--- src/rtl/fp_pix_pkg.sv ---
// Shared types and constants for the float-to-pixel conversion path.
package fp_pix_pkg;

  localparam int FP_EXP_W   = 8;
  localparam int FP_MAN_W   = 23;
  localparam int FP_BIAS    = 127;
  localparam int EXP_CALC_W = 10;
  localparam int SHAMT_W    = 5;
  // Widest round/clamp intermediate (OUT_W max 16, plus 2 bits).
  localparam int G_MAX_W    = 18;

  typedef enum logic [2:0] {
    FPC_NORM = 3'd0,
    FPC_ZERO = 3'd1,
    FPC_NAN  = 3'd2,
    FPC_PINF = 3'd3,
    FPC_NINF = 3'd4,
    FPC_NEG  = 3'd5
  } fp_class_t;

  // S1 -> S2: class plus the mantissa and the shift that aligns it.
  typedef struct packed {
    fp_class_t              cls;
    logic [SHAMT_W-1:0]     shamt;
    logic [FP_MAN_W:0]      mant;
  } s1_t;

  // S2 -> S3: class plus the doubled, truncated magnitude.
  typedef struct packed {
    fp_class_t              cls;
    logic [G_MAX_W-1:0]     g;
  } s2_t;

  // Classify the raw fields; range-dependent classes are decided later.
  function automatic fp_class_t fp_classify(input logic sign_f,
                                            input logic [FP_EXP_W-1:0] exp_f,
                                            input logic [FP_MAN_W-1:0] man_f);
    fp_class_t cls;
    if (exp_f == 8'hFF) begin
      if (man_f != 23'd0) begin
        cls = FPC_NAN;
      end else if (sign_f) begin
        cls = FPC_NINF;
      end else begin
        cls = FPC_PINF;
      end
    end else if (exp_f == 8'h00) begin
      cls = FPC_ZERO;
    end else if (sign_f) begin
      cls = FPC_NEG;
    end else begin
      cls = FPC_NORM;
    end
    return cls;
  endfunction

endpackage

--- src/rtl/fp_pix_round_sat.sv ---
// Combinational round-half-up and clamp of a doubled magnitude to OUT_W bits.
module fp_pix_round_sat
  import fp_pix_pkg::*;
#(
  parameter int OUT_W = 8
) (
  input  fp_class_t          cls_i,
  input  logic [G_MAX_W-1:0] g_i,
  output logic [OUT_W-1:0]   data_o,
  output logic               sat_o
);

  localparam logic [G_MAX_W-1:0] ONE_G = {{(G_MAX_W-1){1'b0}}, 1'b1};
  localparam logic [G_MAX_W-1:0] MAX_G = (ONE_G << OUT_W) - ONE_G;
  localparam logic [OUT_W-1:0]   MAX_D = {OUT_W{1'b1}};

  logic [G_MAX_W-1:0] r_s;

  // g holds value*2; adding one then halving rounds ties up. g < 2^(OUT_W+1), so no wrap.
  assign r_s = (g_i + ONE_G) >> 5'd1;

  // Map class and rounded magnitude to pixel value and saturation flag.
  always_comb begin
    data_o = {OUT_W{1'b0}};
    sat_o  = 1'b1;
    case (cls_i)
      FPC_NORM: begin
        if (r_s > MAX_G) begin
          data_o = MAX_D;
          sat_o  = 1'b1;
        end else begin
          data_o = r_s[OUT_W-1:0];
          sat_o  = 1'b0;
        end
      end
      FPC_ZERO: begin
        data_o = {OUT_W{1'b0}};
        sat_o  = 1'b0;
      end
      FPC_PINF: begin
        data_o = MAX_D;
        sat_o  = 1'b1;
      end
      FPC_NAN, FPC_NINF, FPC_NEG: begin
        data_o = {OUT_W{1'b0}};
        sat_o  = 1'b1;
      end
      default: begin
        data_o = {OUT_W{1'b0}};
        sat_o  = 1'b1;
      end
    endcase
  end

endmodule

--- src/rtl/fp_to_pixel.sv ---
// Three-stage IEEE-754 single to saturated unsigned pixel converter with
// global-enable flow control and a saturating count of flagged samples.
module fp_to_pixel
  import fp_pix_pkg::*;
#(
  parameter int OUT_W       = 8,
  parameter int SCALE_SHIFT = 0,
  parameter int CNT_W       = 16
) (
  input  logic             clk,
  input  logic             rst,
  input  logic             snk_valid,
  input  logic [31:0]      snk_data,
  output logic             snk_ready,
  output logic             src_valid,
  output logic [OUT_W-1:0] src_data,
  output logic             src_sat,
  input  logic             src_ready,
  input  logic             cnt_clr,
  output logic [CNT_W-1:0] sat_count
);

  localparam logic signed [EXP_CALC_W-1:0] BIAS_E  = 10'sd127;
  localparam logic signed [EXP_CALC_W-1:0] SCALE_E = EXP_CALC_W'(SCALE_SHIFT);
  localparam logic signed [EXP_CALC_W-1:0] OUTW_E  = EXP_CALC_W'(OUT_W);
  localparam logic [CNT_W-1:0]             CNT_ONE = {{(CNT_W-1){1'b0}}, 1'b1};
  localparam logic [CNT_W-1:0]             CNT_MAX = {CNT_W{1'b1}};

  logic                          en_s;
  logic signed [EXP_CALC_W-1:0]  exp_unb_s;
  fp_class_t                     base_cls_s;
  s1_t                           s1_d, s1_q;
  s2_t                           s2_d, s2_q;
  logic                          s1_vld_q, s2_vld_q;
  logic                          src_valid_q, src_sat_q;
  logic [OUT_W-1:0]              src_data_q;
  logic [OUT_W-1:0]              rs_data_s;
  logic                          rs_sat_s;
  logic [CNT_W-1:0]              sat_cnt_d, sat_cnt_q;

  // Whole pipeline advances whenever the output register is free or draining.
  assign en_s      = src_ready || !src_valid_q;
  assign snk_ready = en_s;
  assign src_valid = src_valid_q;
  assign src_data  = src_data_q;
  assign src_sat   = src_sat_q;
  assign sat_count = sat_cnt_q;

  assign base_cls_s = fp_classify(snk_data[31], snk_data[30:23], snk_data[22:0]);
  assign exp_unb_s  = $signed({2'b00, snk_data[30:23]}) - BIAS_E + SCALE_E;

  // S1: fold the range checks into the class so S3 needs no exponent.
  always_comb begin
    s1_d.mant  = {1'b1, snk_data[22:0]};
    s1_d.shamt = 5'd22 - exp_unb_s[SHAMT_W-1:0];
    s1_d.cls   = base_cls_s;
    if (base_cls_s == FPC_NORM) begin
      if (exp_unb_s >= OUTW_E) begin
        s1_d.cls = FPC_PINF;
      end else if (exp_unb_s < -10'sd1) begin
        s1_d.cls = FPC_ZERO;
      end else begin
        s1_d.cls = FPC_NORM;
      end
    end else begin
      s1_d.cls = base_cls_s;
    end
  end

  // S2: barrel shift to value*2 (shift 23 down to 23-OUT_W for in-range normals).
  always_comb begin
    s2_d.cls = s1_q.cls;
    if (s1_q.cls == FPC_NORM) begin
      s2_d.g = G_MAX_W'(s1_q.mant >> s1_q.shamt);
    end else begin
      s2_d.g = {G_MAX_W{1'b0}};
    end
  end

  fp_pix_round_sat #(
    .OUT_W (OUT_W)
  ) u_round_sat (
    .cls_i  (s2_q.cls),
    .g_i    (s2_q.g),
    .data_o (rs_data_s),
    .sat_o  (rs_sat_s)
  );

  // Stage registers: all advance together on enable, all hold otherwise.
  always_ff @(posedge clk) begin
    if (!rst) begin
      s1_vld_q    <= 1'b0;
      s2_vld_q    <= 1'b0;
      s1_q        <= '0;
      s2_q        <= '0;
      src_valid_q <= 1'b0;
      src_data_q  <= {OUT_W{1'b0}};
      src_sat_q   <= 1'b0;
    end else if (en_s) begin
      s1_vld_q    <= snk_valid;
      s2_vld_q    <= s1_vld_q;
      s1_q        <= s1_d;
      s2_q        <= s2_d;
      src_valid_q <= s2_vld_q;
      if (s2_vld_q) begin
        src_data_q <= rs_data_s;
        src_sat_q  <= rs_sat_s;
      end else begin
        src_data_q <= src_data_q;
        src_sat_q  <= src_sat_q;
      end
    end else begin
      s1_vld_q    <= s1_vld_q;
      s2_vld_q    <= s2_vld_q;
      s1_q        <= s1_q;
      s2_q        <= s2_q;
      src_valid_q <= src_valid_q;
      src_data_q  <= src_data_q;
      src_sat_q   <= src_sat_q;
    end
  end

  // Saturation counter next state: clear wins over a flagged handshake.
  always_comb begin
    sat_cnt_d = sat_cnt_q;
    if (cnt_clr) begin
      sat_cnt_d = {CNT_W{1'b0}};
    end else if (src_valid_q && src_ready && src_sat_q && (sat_cnt_q != CNT_MAX)) begin
      sat_cnt_d = sat_cnt_q + CNT_ONE;
    end else begin
      sat_cnt_d = sat_cnt_q;
    end
  end

  // Saturation counter register.
  always_ff @(posedge clk) begin
    if (!rst) begin
      sat_cnt_q <= {CNT_W{1'b0}};
    end else begin
      sat_cnt_q <= sat_cnt_d;
    end
  end

endmodule

--- config.mk ---
export PLATFORM = sky130hd
export DESIGN_NAME = fp_to_pixel
export DESIGN_NICKNAME = d
export VERILOG_FILES = /design/src/rtl/fp_pix_pkg.sv /design/src/rtl/fp_pix_round_sat.sv /design/src/rtl/fp_to_pixel.sv
export SDC_FILE = /design/constraint.sdc
export NUM_CORES = 1
export LEC_CHECK = 0
export CELL_PAD_IN_SITES_DETAIL_PLACEMENT = 0
export CELL_PAD_IN_SITES_GLOBAL_PLACEMENT = 2
export CORE_AREA = 2 2 123 125
export CTS_BUF_LIST = sky130_fd_sc_hd__clkbuf_4
export CTS_CLUSTER_SIZE = 24
export DETAILED_ROUTE_END_ITERATION = 12
export DIE_AREA = 0 0 125 127
export PLACE_DENSITY = 0.77
export SLEW_MARGIN = 0
export SYNTH_ARGS = -nofsm -noshare
export SYNTH_HDL_FRONTEND = slang
export SYNTH_SLANG_ARGS = --single-unit
--- constraint.sdc ---
create_clock -name clk -period 2.8 [get_ports clk]
set_input_delay 0.56 -clock clk [delete_from_list [all_inputs] [get_ports clk]]
set_output_delay 0.56 -clock clk [all_outputs]
set_load 0.005 [all_outputs]
==> impl_results.md, run 1 <==
* Die W at 125 µm
* WP buf/inv at 3
* Status: complete, no violations
* Post-synthesis sequential area ratio at 32.7%
* FP Rows at 44
* CTS root buf: clkbuf_4
* # resized after CTS at 0
* Cells after DPL at 808
* Worst path slowest cell: clkdlybuf4s50_1
* Layout Cells excl Fill at 824
* Ys flop type: dfxtp_1
* Initial antenna violation count at 0
* CTS tree: built
* Power share of the combinational group at 19.8%
* CP Class: in -> out
* Num CTS Buffers at 9
* Cell internal pwr at 1.84 mW
* Clock Latency Late Sink at 0.46 ns
* Switch share at 29.1%
* Final WL at 13000 µm
* Tcrit/Tclk final at a little under nine tenths
* DR vias/cell at 5.46
* RSZ-0062 raised after global routing: false
* Fillers at 1501
* Largest net degree at the start of global routing at 48
* Post-DP HPWL at 9800 µm
* CP most frequent cell: clkdlybuf4s50_1
* Final Power at 2.59 mW
* Iteration count of the initial detailed-routing pass at 5
* P per Cell Area at 435 mW/mm²
* Least-Margin Pin Slew at 0.660 ns
* Max Slew Vio Count at 0
* CP required at 2.24 ns
* Final hold viol count at 0
* Post-CTS Setup Inserts at 0
* Yosys top cell by area: dfxtp_1
* Syn nets at between 600 and 700
* Hold buffers post-CTS at 0
* Initial Util at 34.4%
* Avg Synthesized Cell Area at 8.56 µm²
* Hold Crit Class: reg -> reg
* RePlAce Congestion at 0.852
* Initial drt markers at 243
* Vias in the first global route at 4277
* Startpoint Class: primary input
* CTS sink cnt at 81
* Die height at 127 µm
* Count of different cell masters after synthesis at 65
* H-tree depth at 3
* Cell area after layout at 0.00596 mm²
* Clk pwr share at 31.2%
* Area of the mapped netlist at between 0.004 and 0.005 mm²
* Critical Path End Type: output port
* Most frequent cells in the layout: nand2_1, dfxtp_1, clkdlybuf4s50_1
* Total number of yosys warnings at 0
* Rel. slew slack at a little under three fifths
* Commonest non-fill, non-tap cell in the layout: nand2_1
* Hold WS at 0.475 ns
* Clk slew on worst S/H paths at 0.12 ns
* Peak VDD IR at between 0.2 and 0.3 mV
* Yosys reg bits at 81
* Placement Cell Area at 0.00580 mm²
* I/O Pins at 64
* Max-Cap Viols at 0
* Share of the synthesized area in the top cell type at between 30 and 40%
* Number of flops mapped to enable cells by yosys at 0
* Vias at 4502
* Layout cells sized above 1 at slightly above 9%
* Clk_skew at 0.0248 ns
* P_sw at 0.756 mW
* Critical path's top delay family: buffers and inverters
* Area grow syn2layout at 20.2%
* Seq pwr share at 49.0%
* Worst-path cell chain: clkdlybuf4s50_1 -> nor2b_4 -> inv_2 -> clkdlybuf4s50_1
* Setup TNS Final at 0 ns
* Arrival time worst endpoint at approximately 1.9 ns
* Final ANT Viol Nets at 0
* Residual DRC count at 0
* # port buffers at 63
* Fmax at 0.413 GHz
* Period minus WS final at about 2.4 ns
* Die Area at ~0.016 mm²
* N_diodes at 0
* WL/cell at around 16 µm
* CORE AREA at 0.0144 mm²
* Ys async rst share at 0%
* Synth top area cells: dfxtp_1, nand2_1, mux2i_1
* Max FO, Critical Path at 5
* Bufs on Longest Clock Path at 2
* Final setup viols at 0
* Cells after Synth at 580
* Layout Nets at 679
* Wire length of the first global-routing pass at 22000 µm
* Leakage at 2.15 nW
* Critical Path Max Stage Delay at 0.55 ns
* Total grt overflow at 0
* GRT Util Overall at between 10% and 20%
[registers in the layout, summed over array words and instances, names as in the netlist]
name,cells
s2_vld_q,1
src_sat,1
src_data,8
s1_q,32
s2_q,21
src_valid,1
s1_vld_q,1
sat_count,16
[area by class of cell]
type                       count  area (µm²)  area share [%]
clock inverter                 6        90.1            1.51
timing repair buffer          81         778            13.0
inverter                       8        30.0           0.503
clock buffer                  10        75.1            1.26
tap                          184         230            3.86
multi-input combinational    454        3140            52.6
sequential                    81        1620            27.2
[stage by stage]
| step | worst slack (ns) | util [%] |
|---|---|---|
| after global placement | 0.0684 | 40.2 |
| final | 0.381 | 41.4 |
| after CTS | 0.377 | 41.4 |
| after detailed placement | 0.0795 | 40.2 |
| after floorplan | 0.620 | - |
| after global routing | 0.349 | 41.4 |
[per-layer routing]
metal  vias up  track usage [%]  wire (µm)
met1      2133             23.1       6340
met4         0             4.97        158
met5         -                0          0
met2        97             26.6       6050
li1       2260                -          -
met3        12             3.52        471
[worst min-delay path, stage by stage, from the launching register on]
cell      delay, ns
dfxtp_1        0.33
nand2_1        0.05
a21boi_0       0.06
[power groups by stage]
stage	Combinational (mW)	Clock (mW)	Sequential, mW
4_1_cts	0.516	0.848	1.27
5_1_grt	0.567	0.899	1.28
3_3_place_gp	0.511	0	1.29
2_1_floorplan	0.362	0	1.27
6_report	0.513	0.810	1.27
3_5_place_dp	0.514	0	1.30
[final timing paths]
check | startpoint | endpoint | slack, ns | depth (start not counted)
max | src_ready | snk_ready | 0.38 | 4
min | s1_q[1]$_SDFFE_PN0N_ | s1_q[1]$_SDFFE_PN0N_ | 0.47 | 2
min reg2reg | s1_q[1]$_SDFFE_PN0N_ | s1_q[1]$_SDFFE_PN0N_ | 0.47 | 2
max reg2reg | s1_q[24]$_SDFFE_PN0N_ | s2_q[7]$_SDFFE_PN0N_ | 0.66 | 5
[cells by family (layout without fill, tap and decap cells)]
logic type,count (synthesis),after routing,synth area share [%]
compound gates,156,156,22.0
xor+xnor,22,22,3.88
fa+ha+maj,7,7,1.76
buf+inv,45,105,4.23
flops,81,81,32.7
mux,53,53,14.1
simple gates,216,216,21.3
[Yosys cell counts (all sizes together) (6+ instances only)]
| master | count |
|---|---|
| and3 | 6 |
| nor4 | 7 |
| dfxtp | 81 |
| a21boi | 30 |
| o21a | 6 |
| mux4 | 13 |
| or4 | 8 |
| o211ai | 9 |
| nand4 | 8 |
| xor2 | 14 |
| mux2 | 6 |
| nor3 | 6 |
| ha | 7 |
| a21oi | 27 |
| a211oi | 13 |
| mux2i | 34 |
| nand2 | 102 |
| o21ai | 24 |
| a31oi | 9 |
| a22o | 12 |
| buf | 19 |
| and2 | 10 |
| nand3 | 18 |
| inv | 8 |
| xnor2 | 8 |
| nor2 | 24 |
| clkbuf | 18 |
Power figures use the tool's default switching activity.
==> run 2, diff against run 1 <==
Settings changed: HOLD_SLACK_MARGIN set to 0.02.
==> results of run 2 <==
The final DEF is identical to that of run 1; final timing and power are the same.
==> run 3, diff against run 2 <==
Settings changed: CORE_AREA 2 2 123 125 to 2 2 104 146, DIE_AREA 0 0 125 127 to 0 0 106 148, PLACE_DENSITY 0.77 to 0.78.
==> run 3 against run 2 <==
Compared with the run above: first-iteration DRC count is 24% lower; die area is 1.2% lower; critical path depth stayed put; utilization is 0.23 points higher; register-to-register slack worse by 0.10 ns; count of clock-buffer cells in the layout stayed put; largest power group unchanged.
==> impl_results.md, run 3 (synthesis gave the netlist of run 1 again) <==
* Status: complete, no violations (unchanged)
* Setup TNS Final at 0 ns (unchanged)
* Final Power at 2.49 mW (was 2.59 mW)
* Vias in the first global route at 4407 (was 4277)
* Reg2Reg Depth at 6 (was 5)
* Critical Path End Type: output port (unchanged)
* Final WL at 13300 µm (was 13000 µm)
* Vias at 4497 (was 4502)
* Wire length of the first global-routing pass at 22100 µm (was 22000 µm)
* CP most frequent cell: clkdlybuf4s50_1 (unchanged)
* GRT Util Overall at 17.6% (was 16.8%)
* Bufs on Longest Clock Path at 2 (unchanged)
* WL/cell at 16.0 µm (was 15.8 µm)
* Reg-to-reg startpoint: s1_q[24]$_SDFFE_PN0N_ (unchanged)
* Die W at 106 µm (was 125 µm)
* Final WS setup at 0.460 ns (was 0.381 ns)
* WHS Path Cells at 2 (unchanged)
* Total grt overflow at 0 (unchanged)
* Max FO, Critical Path at 4 (was 5)
* CTS root buf: clkbuf_4 (unchanged)
* Initial antenna violation count at 0 (unchanged)
* RePlAce Congestion at 0.825 (was 0.852)
* Clock Latency Late Sink at 0.44 ns (was 0.46 ns)
* Max Slew Vio Count at 0 (unchanged)
* Commonest non-fill, non-tap cell in the layout: nand2_1 (unchanged)
* DR vias/cell at 5.38 (was 5.46)
* Worst setup path start: src_ready (unchanged)
* Post-DP HPWL at 10400 µm (was 9800 µm)
* Crit path to: snk_ready (unchanged)
* Cells after DPL at 820 (was 808)
* Area grow syn2layout at 20.5% (was 20.2%)
* Clk slew on worst S/H paths at 0.11 ns (was 0.12 ns)
* Least-Margin Pin Slew at 0.663 ns (was 0.660 ns)
* Die height at 148 µm (was 127 µm)
* CP required at 2.24 ns (about the same)
* Residual DRC count at 0 (unchanged)
* RSZ-0062 raised after global routing: false (unchanged)
* Utilization after layout at 41.6% (was 41.4%)
* # resized after CTS at 0 (unchanged)
* Die Area at 0.0157 mm² (was 0.0159 mm²)
* Final ANT Viol Nets at 0 (unchanged)
* Rel. slew slack at 55.5% (was 55.7%)
* Final hold viol count at 0 (unchanged)
* CP Class: in -> out (unchanged)
* Reg-to-reg setup timing slack at 0.56 ns (was 0.66 ns)
* I/O Pins at 64 (unchanged)
* Layout Cells excl Fill at 836 (was 824)
* Peak VDD IR at 0.212 mV (was 0.252 mV)
* Num CTS Buffers at 9 (unchanged)
* FP Rows at 52 (was 44)
* Hold WS at 0.480 ns (was 0.475 ns)
* Max reg flops at 32 (unchanged)
* Layout Nets at 686 (was 679)
* Cell area after layout at 0.00598 mm² (was 0.00596 mm²)
* DP Worst Slack at 0.140 ns (was 0.0795 ns)
* Placement Cell Area at 0.00585 mm² (was 0.00580 mm²)
* P per Cell Area at 416 mW/mm² (was 435 mW/mm²)
* Period minus WS final at 2.34 ns (was 2.42 ns)
* Worst path slowest cell: clkdlybuf4s50_1 (unchanged)
* Hold buffers post-CTS at 0 (unchanged)
* Leakage at 2.16 nW (was 2.15 nW)
* Startpoint Class: primary input (unchanged)
* Hold Crit Class: reg -> reg (unchanged)
* Tcrit/Tclk final at 83.6% (was 86.4%)
* Max-Cap Viols at 0 (unchanged)
* N_diodes at 0 (unchanged)
* # port buffers at 63 (unchanged)
* Initial Util at 34.5% (was 34.4%)
* Fmax at 0.427 GHz (was 0.413 GHz)
* Worst r2r dst: s2_q[7]$_SDFFE_PN0N_ (unchanged)
* Clk_skew at 0.0183 ns (was 0.0248 ns)
* Final setup viols at 0 (unchanged)
* Critical Path Max Stage Delay at 0.53 ns (was 0.55 ns)
* Arrival time worst endpoint at 1.78 ns (was 1.86 ns)
* Largest net degree at the start of global routing at 41 (was 48)
* Initial drt markers at 185 (was 243)
* Biggest register: s1_q (unchanged)
* Iteration count of the initial detailed-routing pass at 4 (was 5)
* Post-CTS Setup Inserts at 0 (unchanged)
* CTS sink cnt at 81 (unchanged)
* Worst-path cell chain: clkdlybuf4s50_1 -> nor2b_4 -> inv_2 -> clkdlybuf4s50_1 (unchanged)
* CTS tree: built (unchanged)
* Most frequent cells in the layout: nand2_1, dfxtp_1, clkdlybuf4s50_1 (unchanged)
* CORE AREA at 0.0144 mm² (about the same)
* Layout cells sized above 1 at 10.2% (was 9.22%)
* H-tree depth at 3 (unchanged)
run 3: per-layer routing:
layer | track usage, % | up-vias | part of all wire, %
met5 | 0 | - | 0
met4 | 8.09 | 0 | 3.7
met3 | 2.51 | 22 | 2.4
met2 | 32.3 | 77 | 52
met1 | 19.9 | 2133 | 42
li1 | - | 2265 | -
run 3: worst max-delay path: cells and delay by family:
kind	cells	cell delay, ns
AND/OR/NAND/NOR	1	0.07
buffers and inverters	3	1.14
run 3: cell type report:
cell class	count	area (µm²)
fill	1488	8400
multi-input combinational	454	3140
sequential	81	1620
timing repair buffer	88	818
tap	189	236
clock buffer	10	75.1
clock inverter	6	58.8
inverter	8	30.0
run 3: how the worst min path moves through the flow:
stage,from,end
CTS,s1_vld_q$_SDFFE_PN0N_,s2_vld_q$_SDFFE_PN0N_
global route,s1_q[1]$_SDFFE_PN0N_,s1_q[1]$_SDFFE_PN0N_
detailed placement,s1_vld_q$_SDFFE_PN0N_,s2_vld_q$_SDFFE_PN0N_
floorplan,s1_q[0]$_SDFFE_PN0N_,s1_q[0]$_SDFFE_PN0N_
finish,s1_q[1]$_SDFFE_PN0N_,s1_q[1]$_SDFFE_PN0N_
global placement,s1_vld_q$_SDFFE_PN0N_,s1_vld_q$_SDFFE_PN0N_
run 3: power by group:
group	switching [mW]	total, mW	internal, mW
combinational	0.265	0.526	0.261
sequential	0.0579	1.26	1.20
clock	0.426	0.702	0.276
total	0.749	2.49	1.74
==> RTL change, RTL diff (flow settings as in run 3) <==
Put one more register stage on the output `sat_count`. The value now appears one clock later. The other outputs are not delayed to match.
--- a/src/rtl/fp_to_pixel.sv
+++ b/src/rtl/fp_to_pixel.sv
@@ -46,3 +46,5 @@
   assign src_sat   = src_sat_q;
-  assign sat_count = sat_cnt_q;
+  always_ff @(posedge clk) begin
+    sat_count <= sat_cnt_q;
+  end
 
Formal check against the unedited RTL: not equivalent (a bounded check fails within 10 cycles, from zero or initial values and one cycle with rst low).
==> RTL change against run 3 <==
Sequential cell count rose by 16. Power is 13% higher. Non-clock buffer count decreased by 12. Sequential power grew 21%. Final area up 2.6%. Routed wire length up 1.2%. Synthesized area up 4.8%. Final cell count decreased by 1.3%. Core utilization rose by 1.1 points. Via count rose by 1.1%. Worst setup slack worse by 0.059 ns. Largest power group unchanged. Highest routed layer unchanged.
==> RTL change: results <==
export IMPL_relSlewSlack_pct=28.6
export IMPL_worstHoldStart="sat_cnt_q[1]"
export IMPL_grt_pass1_vias=4269
export IMPL_wl_met1_mm=6.15
export IMPL_antenna_found_initial=1
export IMPL_vdd_drop_max_uv=292
export IMPL_reg2reg_from="s1_q[25]"
export IMPL_routed_wl_mm=13.5
export IMPL_use_met3_pct=3.22
export IMPL_critPathMaxFanout=11
export IMPL_n_all_buffers=76
export IMPL_clk_pin_slew_ns=0.18
export IMPL_status="finished, final reports clean"
export IMPL_dp_hpwl_mm=10.1
export IMPL_grt_usage_pct=17.5
export IMPL_seq_share_pct=31.7
export IMPL_nFillCells=1464
export IMPL_rr_endpoint="s2_q[0]"
export IMPL_synth_fp_nets=626
export IMPL_min_to="sat_count[1]"
export IMPL_met1_usage_pct=22.4
export IMPL_yosysUniqueCellTypes=68
export IMPL_multi_input_area_um2=3030
export IMPL_worst_slack_ns=0.401
export IMPL_synth_compound_area_share_pct=18.7
export IMPL_dr_wl_met2_mm=6.74
export IMPL_synthMuxAreaShare_pct=13.3
export IMPL_use_met2_pct=30.3
export IMPL_drt_first_pass_iters=7
export IMPL_clock_skew_ns=0.0208
export IMPL_leakage_uw=0.00220
export IMPL_clock_cell_area_share_pct=2.53
export IMPL_dr_first_iter_drc_count=195
export IMPL_reg2reg_slack_ns=0.53
export IMPL_drive_gt1_share_pct=10.7
==> RTL change: changes by cell type in the layout (fill, tap and decap cells not counted), sizes merged, moves of 7 or more <==
cell / run 3 / this run
dfxtp: 81 / 97
o21ai: 24 / 17
nand2: 102 / 92
buf: 25 / 13
a21oi: 27 / 48
mux2i: 34 / 16
a21boi: 30 / 0
a32oi: 0 / 9
mux4: 13 / 21
nor2: 24 / 45
==> RTL change: stage by stage <==
step / std cells / utilization (%) / hold slack [ns] / total power (µW) / cell area, µm²
2_1_floorplan: 582 / - / 0.358 / 1870 / 5200
3_3_place_gp: 808 / 41.6 / 0.369 / 2040 / 5970
3_5_place_dp: 808 / 41.6 / 0.369 / 2050 / 5970
4_1_cts: 824 / 42.6 / 0.400 / 2860 / 6130
5_1_grt: 825 / 42.6 / 0.412 / 2990 / 6130
6_report: 825 / 42.6 / 0.398 / 2830 / 6130
==> RTL change: where the power goes <==
part / switching (µW) / internal [µW]
clock: 520 / 290
sequential: 91.7 / 1430
combinational: 240 / 249
total: 852 / 1970
